### src/rtl/pipe_stage.sv
// Inter-stage pipeline register: payload, write-back address, PC, delay-slot flag and
// merged exception code, with stall/flush control and saturating stall/bubble counters.
module pipe_stage #(
    parameter int DATA_W = 128,
    parameter int WBA_W  = 5,
    parameter int CNT_W  = 16
) (
    input  logic              clk,
    input  logic              reset,
    input  logic              en,
    input  logic              flush,
    input  logic              clr_cnt,
    input  logic              in_valid,
    input  logic [DATA_W-1:0] in_data,
    input  logic [WBA_W-1:0]  in_wba,
    input  logic [31:0]       in_pc,
    input  logic              in_bd,
    input  logic [4:0]        in_exc,
    input  logic [4:0]        stage_exc,
    output logic              out_valid,
    output logic [DATA_W-1:0] out_data,
    output logic [WBA_W-1:0]  out_wba,
    output logic [31:0]       out_pc,
    output logic              out_bd,
    output logic [4:0]        out_exc,
    output logic [CNT_W-1:0]  stall_cnt,
    output logic [CNT_W-1:0]  bubble_cnt
);

    logic              valid_q, valid_d;
    logic [DATA_W-1:0] data_q, data_d;
    logic [WBA_W-1:0]  wba_q, wba_d;
    logic [31:0]       pc_q, pc_d;
    logic              bd_q, bd_d;
    logic [4:0]        exc_q, exc_d;
    logic [CNT_W-1:0]  stall_q, stall_d;
    logic [CNT_W-1:0]  bubble_q, bubble_d;

    logic [4:0] exc_merge;
    logic       stall_inc, bubble_inc;

    // Earliest stage's exception wins; an empty slot carries none.
    always_comb begin
        exc_merge = 5'd0;
        if (in_valid)
            exc_merge = (in_exc != 5'd0) ? in_exc : stage_exc;
    end

    always_comb begin
        valid_d = valid_q;
        data_d  = data_q;
        wba_d   = wba_q;
        pc_d    = pc_q;
        bd_d    = bd_q;
        exc_d   = exc_q;
        if (flush) begin
            // A bubble keeps PC/BD so an interrupt taken here still has a valid EPC.
            valid_d = 1'b0;
            data_d  = '0;
            wba_d   = '0;
            exc_d   = 5'd0;
            pc_d    = in_pc;
            bd_d    = in_bd;
        end else if (en) begin
            valid_d = in_valid;
            data_d  = in_valid ? in_data : '0;
            wba_d   = (in_valid && exc_merge == 5'd0) ? in_wba : '0;
            pc_d    = in_pc;
            bd_d    = in_bd;
            exc_d   = exc_merge;
        end
    end

    assign stall_inc  = !flush && !en && valid_q;
    assign bubble_inc = flush || (en && !in_valid);

    always_comb begin
        stall_d  = stall_q;
        bubble_d = bubble_q;
        if (clr_cnt) begin
            stall_d  = '0;
            bubble_d = '0;
        end else begin
            if (stall_inc && stall_q != {CNT_W{1'b1}})
                stall_d = stall_q + CNT_W'(1);
            if (bubble_inc && bubble_q != {CNT_W{1'b1}})
                bubble_d = bubble_q + CNT_W'(1);
        end
    end

    always_ff @(posedge clk or negedge reset) begin
        if (!reset) begin
            valid_q  <= 1'b0;
            data_q   <= '0;
            wba_q    <= '0;
            pc_q     <= '0;
            bd_q     <= 1'b0;
            exc_q    <= 5'd0;
            stall_q  <= '0;
            bubble_q <= '0;
        end else begin
            valid_q  <= valid_d;
            data_q   <= data_d;
            wba_q    <= wba_d;
            pc_q     <= pc_d;
            bd_q     <= bd_d;
            exc_q    <= exc_d;
            stall_q  <= stall_d;
            bubble_q <= bubble_d;
        end
    end

    assign out_valid  = valid_q;
    assign out_data   = data_q;
    assign out_wba    = wba_q;
    assign out_pc     = pc_q;
    assign out_bd     = bd_q;
    assign out_exc    = exc_q;
    assign stall_cnt  = stall_q;
    assign bubble_cnt = bubble_q;

endmodule

### config.mk
export PLATFORM = sky130hd
export DESIGN_NAME = pipe_stage
export DESIGN_NICKNAME = d
export VERILOG_FILES = /design/src/rtl/pipe_stage.sv
export SDC_FILE = /design/constraint.sdc
export NUM_CORES = 1
export LEC_CHECK = 0
export BUFFER_PORTS_ARGS = -buffer_cell sky130_fd_sc_hd__buf_4
export CAP_MARGIN = 20
export CORE_MARGIN = 5
export CORE_UTILIZATION = 39
export DETAILED_ROUTE_END_ITERATION = 10
export PLACE_DENSITY = 0.69
export SLEW_MARGIN = 20
export SYNTH_ARGS = -nofsm -noshare
export SYNTH_HDL_FRONTEND = slang
export SYNTH_SLANG_ARGS = --single-unit
### constraint.sdc
create_clock -name clk -period 4.9 [get_ports clk]
set_input_delay 0.49 -clock clk [delete_from_list [all_inputs] [get_ports clk]]
set_output_delay 0.49 -clock clk [all_outputs]
set_load 0.02 [all_outputs]
==> out/results.txt, run 1 <==
status: finished clean
Post-synth ARST share: 100%
startpoint type of the worst setup path: register
crit path kind: register to register
dpl cell area: 11100 µm²
via count: 6559
Netlist cell types: 46
initial antenna violation count: 0
Tmin final: 2.03 ns
Primary FF master, synth: dfrtp_1
final WL: 24.3 mm
Pwr Density: 339 nW/µm²
Reg2Reg Depth: 4
global-route wire length before repair: 37.9 mm
H-tree depth: 1
worst vdd ir: 177 µV
worst skew pair latency: 0.50 ns
ANT cells: 0
final hold violation count: 0
P&R area growth vs syn: 48.7%
synthesized area per cell: 13.4 µm²
crit end category: register
post-synthesis net count: 784
arrival time at the worst endpoint: 2.44 ns
post-CTS sizing: 0
CTS tree: built
routability cong.: 0.879
RSZ-0062 raised after global routing: false
Comb power frac: 11.7%
drt first pass iters: 4
setup_tns: 0 ns
Root Driver: clkbuf_16
clock share of power: 44.0%
Max clock buf depth: 3
vias in the first global route: 6758
number of flops mapped to enable cells by yosys: 0
met1 usage: 24.4%
Detail Placement HPWL: 17.4 mm
CTS buffer count: 22
# DRC: 0
GRT busiest layer: met2
commonest non-fill, non-tap cell in the layout: buf_4
Hold Buf Count CTS: 0
register area share after synthesis: 63.6%
hold crit path type: primary input to async pin
Detail Route Antenna Nets: 0
IO buf count: 385
Critical Path Fanout Max: 14
cells after synthesis: 600
P_int: 3.09 mW
DRT iter0 DRCs: 264
die area: 23600 µm²
GR Layer Usage met2: 33.9%
synthesized area: 8030 µm²
Final Max Slew Viols: 0
Max Cap Viol: 0
Max-Slew Margin vs Limit: 28.7%
gr usage total: 19.6%
total grt overflow: 0
most frequent cells in the layout: 390 x buf_4, 204 x dfrtp_1, 133 x a22o_1, 37 x mux2_2, 25 x nand2_1
Sink Count: 204
DR WL/cell: 19.3 µm
Worst Tran Pin Value: 1.07 ns
DIE HEIGHT: 153 µm
Yosys warning total: 0
CORE AREA: 20200 µm²
Top Ports: 386
chip width: 153 µm
fin nets: 1159
Site Rows: 52
Worst-path clk slew: 0.06 ns
Worst EP required: 5.31 ns
Setup Viol. Count Final: 0
largest net degree at the start of global routing: 111
Max Clock Freq: 492 MHz
buffers inserted by post-CTS timing repair: 0
total power: 4.05 mW
Initial Utilization: 39.7%
met3 Use GR: 5.37%
Seq cells post-synth: 204
design area: 11900 µm²
post-DR vias/cell: 5.20
P_sw: 964 µW
share of layout cells above drive strength 1: 48.5%
Layout Skew: 0.00642 ns
period utilisation layout: 41.5%
switching share of power: 23.8%
Flop pwr share: 44.2%
LEAKAGE: 6.02 nW
## worst max-delay path: stages, from the launching register on
cell      delay [ns]
dfrtp_1         0.44
nand4_2         0.21
nor4_2          0.89
nor2_1          0.15
a211oi_1        0.26
## synthesized netlist by cell type (5+ instances only)
cell type | instances | share of area (%)
or3_1 | 5 | 0.39
a21oi_1 | 19 | 1.2
inv_1 | 5 | 0.23
mux2_2 | 37 | 5.2
nand3_1 | 8 | 0.50
or4_1 | 11 | 1.0
nand4_1 | 6 | 0.47
nand2_1 | 25 | 1.2
o31ai_1 | 8 | 0.75
o21ai_0 | 14 | 0.87
clkbuf_1 | 23 | 1.1
dfrtp_1 | 204 | 64
buf_2 | 15 | 0.93
a22o_1 | 133 | 15
nor2_1 | 19 | 0.89
## registers in the layout (all words and copies together), names as in the netlist
signal and flops:
bubble_cnt 16, out_bd 1, out_data 128, out_exc 5
out_pc 32, out_valid 1, out_wba 5, stall_cnt 16
## power by group through the flow
| stage | Clock, mW | Combinational, mW | Sequential (mW) |
|---|---|---|---|
| final | 1.78 | 0.475 | 1.79 |
| after global routing | 1.90 | 0.511 | 1.80 |
| after CTS | 1.84 | 0.485 | 1.79 |
| after detailed placement | 0 | 0.484 | 1.82 |
| after global placement | 0 | 0.479 | 1.82 |
| after floorplan | 0 | 0.108 | 1.90 |
## path summary, 6_finish.rpt
path                       slack (ns)       endpoint           from
setup / recovery                 2.87   stall_cnt[2]  stall_cnt[12]
hold / removal                   0.10   out_data[96]          reset
setup reg to reg                 2.87   stall_cnt[2]  stall_cnt[12]
hold reg to reg                  0.49     out_exc[3]     out_exc[3]
max in group asynchronous        3.55  out_data[109]          reset
min in group clk                 0.20   out_data[68]    in_data[68]
## cell type report
cell class              instances  area [µm²]
clock buffers                  26         607
flip-flops and latches        204        5100
clock inverters                14         184
repair buffers                391        2940
multi-input cells             351        2740
inverters                       5        18.8
well taps                     270         338
fillers                      1728        8300
## kinds of logic after synthesis
family / share of synthesized area, %
compound gates: 20.0
flops: 63.6
mux: 5.70
simple gates: 7.95
fa+ha+maj: 0.312
buf+inv: 2.43
## per-stage QoR
stage	worst slack (ns)	hold slack (ns)	std cells	utilization [%]
floorplan	3.17	0.194	600	-
global placement	2.44	0.469	1221	55.1
detailed placement	2.45	0.474	1221	55.1
CTS	2.86	0.141	1261	59.0
global route	2.64	0.175	1261	59.0
finish	2.87	0.103	1261	59.0
## layer usage
| metal | up-vias | wire length (µm) | part of all wire, % |
|---|---|---|---|
| met5 | - | 0 | 0 |
| met4 | 0 | 499 | 2.1 |
| met3 | 28 | 1980 | 8.1 |
| met2 | 283 | 12200 | 50 |
| met1 | 3211 | 9590 | 39 |
| li1 | 3037 | - | - |
Power figures use the tool's default switching activity.
==> run 2, diff against run 1 <==
Clock period 4.9 ns to 2.1 ns, I/O delays scaled along.
==> out/results.txt, run 2 (synthesized netlist as in run 1, its figures left out) <==
status: finished clean (unchanged)
worst vdd ir: 456 µV (was 177 µV)
Setup Viol. Count Final: 0 (unchanged)
startpoint type of the worst setup path: register (unchanged)
DR WL/cell: 19.8 µm (was 19.3 µm)
CP cell instances: and4_1 > nand2_2 > nor4_1 > mux2_2 (was nand4_2 > nor4_2 > nor2_1 > a211oi_1)
Final Max Slew Viols: 0 (unchanged)
Reg2Reg Depth: 4 (unchanged)
FF-to-FF Start: bubble_cnt[6] (was stall_cnt[12])
Layout Skew: 0.00749 ns (was 0.00642 ns)
P_sw: 2.28 mW (was 964 µW)
period utilisation layout: 89.4% (was 41.5%)
Tmin final: 1.88 ns (was 2.03 ns)
H-tree depth: 1 (unchanged)
final hold violation count: 0 (unchanged)
Critical R2R Capture: bubble_cnt[10] (was stall_cnt[2])
DRT iter0 DRCs: 268 (was 264)
LEAKAGE: 6.75 nW (was 6.02 nW)
setup_tns: 0 ns (unchanged)
gr usage total: 23.4% (was 19.6%)
Max-Slew Margin vs Limit: 63.5% (was 28.7%)
P_int: 7.15 mW (was 3.09 mW)
clock share of power: 40.4% (was 44.0%)
Non-Filler Instances: 1437 (was 1261)
Util after Layout: 67.6% (was 59.0%)
Sink Count: 204 (unchanged)
share of layout cells above drive strength 1: 41.4% (was 48.5%)
post-CTS sizing: 0 (unchanged)
Comb power frac: 15.2% (was 11.7%)
Hold Startpoint: stage_exc[1]
dpl cell area: 11300 µm² (was 11100 µm²)
crit-path max cell delay: 0.45 ns (was 0.89 ns)
global-route wire length before repair: 45.0 mm (was 37.9 mm)
design area: 13700 µm² (was 11900 µm²)
die area: 23600 µm² (unchanged)
number of flip-flops in the largest register: 128 (unchanged)
worst reg-to-reg setup slack: 0.22 ns (was 2.87 ns)
fin nets: 1336 (was 1159)
CORE AREA: 20200 µm² (unchanged)
P&R area growth vs syn: 70.4% (was 48.7%)
Max Clock Freq: 533 MHz (was 492 MHz)
CP top delay family: simple AND/OR/NAND/NOR gates (unchanged)
DIE HEIGHT: 153 µm (unchanged)
final WL: 28.4 mm (was 24.3 mm)
Top Ports: 386 (unchanged)
placed cells: 1228 (was 1221)
Max clock buf depth: 3 (unchanged)
Worst EP required: 2.48 ns (was 5.31 ns)
commonest non-fill, non-tap cell in the layout: buf_4 (unchanged)
Initial Utilization: 39.7% (unchanged)
largest net degree at the start of global routing: 69 (was 111)
Worst-path clk slew: 0.06 ns (about the same)
post-DR vias/cell: 5.15 (was 5.20)
CTS tree: built (unchanged)
IO buf count: 385 (unchanged)
Max Cap Viol: 0 (unchanged)
drt first pass iters: 4 (unchanged)
Site Rows: 52 (unchanged)
switching share of power: 24.2% (was 23.8%)
ANT cells: 0 (unchanged)
# DRC: 0 (unchanged)
Worst Tran Pin Value: 0.547 ns (was 1.07 ns)
hold crit path type: primary input to register (was primary input to async pin)
crit end category: register (unchanged)
most frequent cells in the layout: 392 x buf_4, 204 x dfrtp_1, 170 x dlygate4sd3_1, 133 x a22o_1, 37 x mux2_2 (was 390 x buf_4, 204 x dfrtp_1, 133 x a22o_1, 37 x mux2_2, 25 x nand2_1)
Max stage delay cell, worst path: dfrtp_1 (was nor4_2)
Flop pwr share: 44.4% (was 44.2%)
Root Driver: clkbuf_16 (unchanged)
Detail Placement HPWL: 17.9 mm (was 17.4 mm)
chip width: 153 µm (unchanged)
Hold Buf Count CTS: 169 (was 0)
initial antenna violation count: 0 (unchanged)
vias in the first global route: 8055 (was 6758)
worst skew pair latency: 0.50 ns (about the same)
Detail Route Antenna Nets: 0 (unchanged)
RSZ-0062 raised after global routing: false (unchanged)
Hold Path Cell Cnt: 3
crit path kind: register to register (unchanged)
Hold Worst Slack: 0.0272 ns (was 0.103 ns)
routability cong.: 0.914 (was 0.879)
total grt overflow: 0 (unchanged)
via count: 7394 (was 6559)
critical path depth: 4 (unchanged)
Critical Path Fanout Max: 7 (was 14)
CTS buffer count: 22 (unchanged)
Worst Hold End: out_exc[1]
buffers inserted by post-CTS timing repair: 0 (unchanged)
Crit path buffers/inverters: 0 (unchanged)
arrival time at the worst endpoint: 2.26 ns (was 2.44 ns)
Pwr Density: 690 nW/µm² (was 339 nW/µm²)
## run 2: power by group through the flow
| stage | Clock [mW] | Sequential [mW] | Combinational, mW |
|---|---|---|---|
| final | 3.81 | 4.19 | 1.43 |
| after detailed placement | 0 | 4.25 | 1.16 |
| after global placement | 0 | 4.25 | 1.14 |
| after global routing | 4.08 | 4.20 | 1.52 |
| after floorplan | 0 | 4.44 | 0.252 |
| after CTS | 3.95 | 4.18 | 1.42 |
## run 2: cell type report
class | instances | area (µm²)
inverters | 5 | 18.8
clock buffers | 33 | 663
clock inverters | 6 | 55.1
multi-input cells | 351 | 2740
repair buffers | 568 | 4760
well taps | 270 | 338
fillers | 1370 | 6560
flip-flops and latches | 204 | 5100
## run 2: routing by layer
layer	vias to the layer above	global-route usage [%]	part of all wire (%)
met1	3594	28.4	38
met2	335	40.4	51
met3	67	5.94	7.7
met5	-	0	0
met4	0	8.24	3.2
li1	3398	-	-
## run 2: worst register-to-register path, stage by stage, from the launching register on
cell and delay (ns):
dfrtp_1 0.45, and4_1 0.42, nand2_2 0.16, nor4_1 0.36
mux2_2 0.37
## run 2: worst max-delay path by stage
stage / from / end
CTS: bubble_cnt[6] / bubble_cnt[10]
global route: stall_cnt[0] / stall_cnt[10]
detailed placement: bubble_cnt[3] / bubble_cnt[10]
finish: bubble_cnt[6] / bubble_cnt[10]
floorplan: stall_cnt[0] / stall_cnt[14]
global placement: bubble_cnt[3] / bubble_cnt[10]
## run 2: metrics by stage
stage,power (mW),setup slack (ns)
finish,9.44,0.223
global route,9.81,0.0740
CTS,9.55,0.232
detailed placement,5.40,0.261
global placement,5.39,0.324
floorplan,4.69,0.371
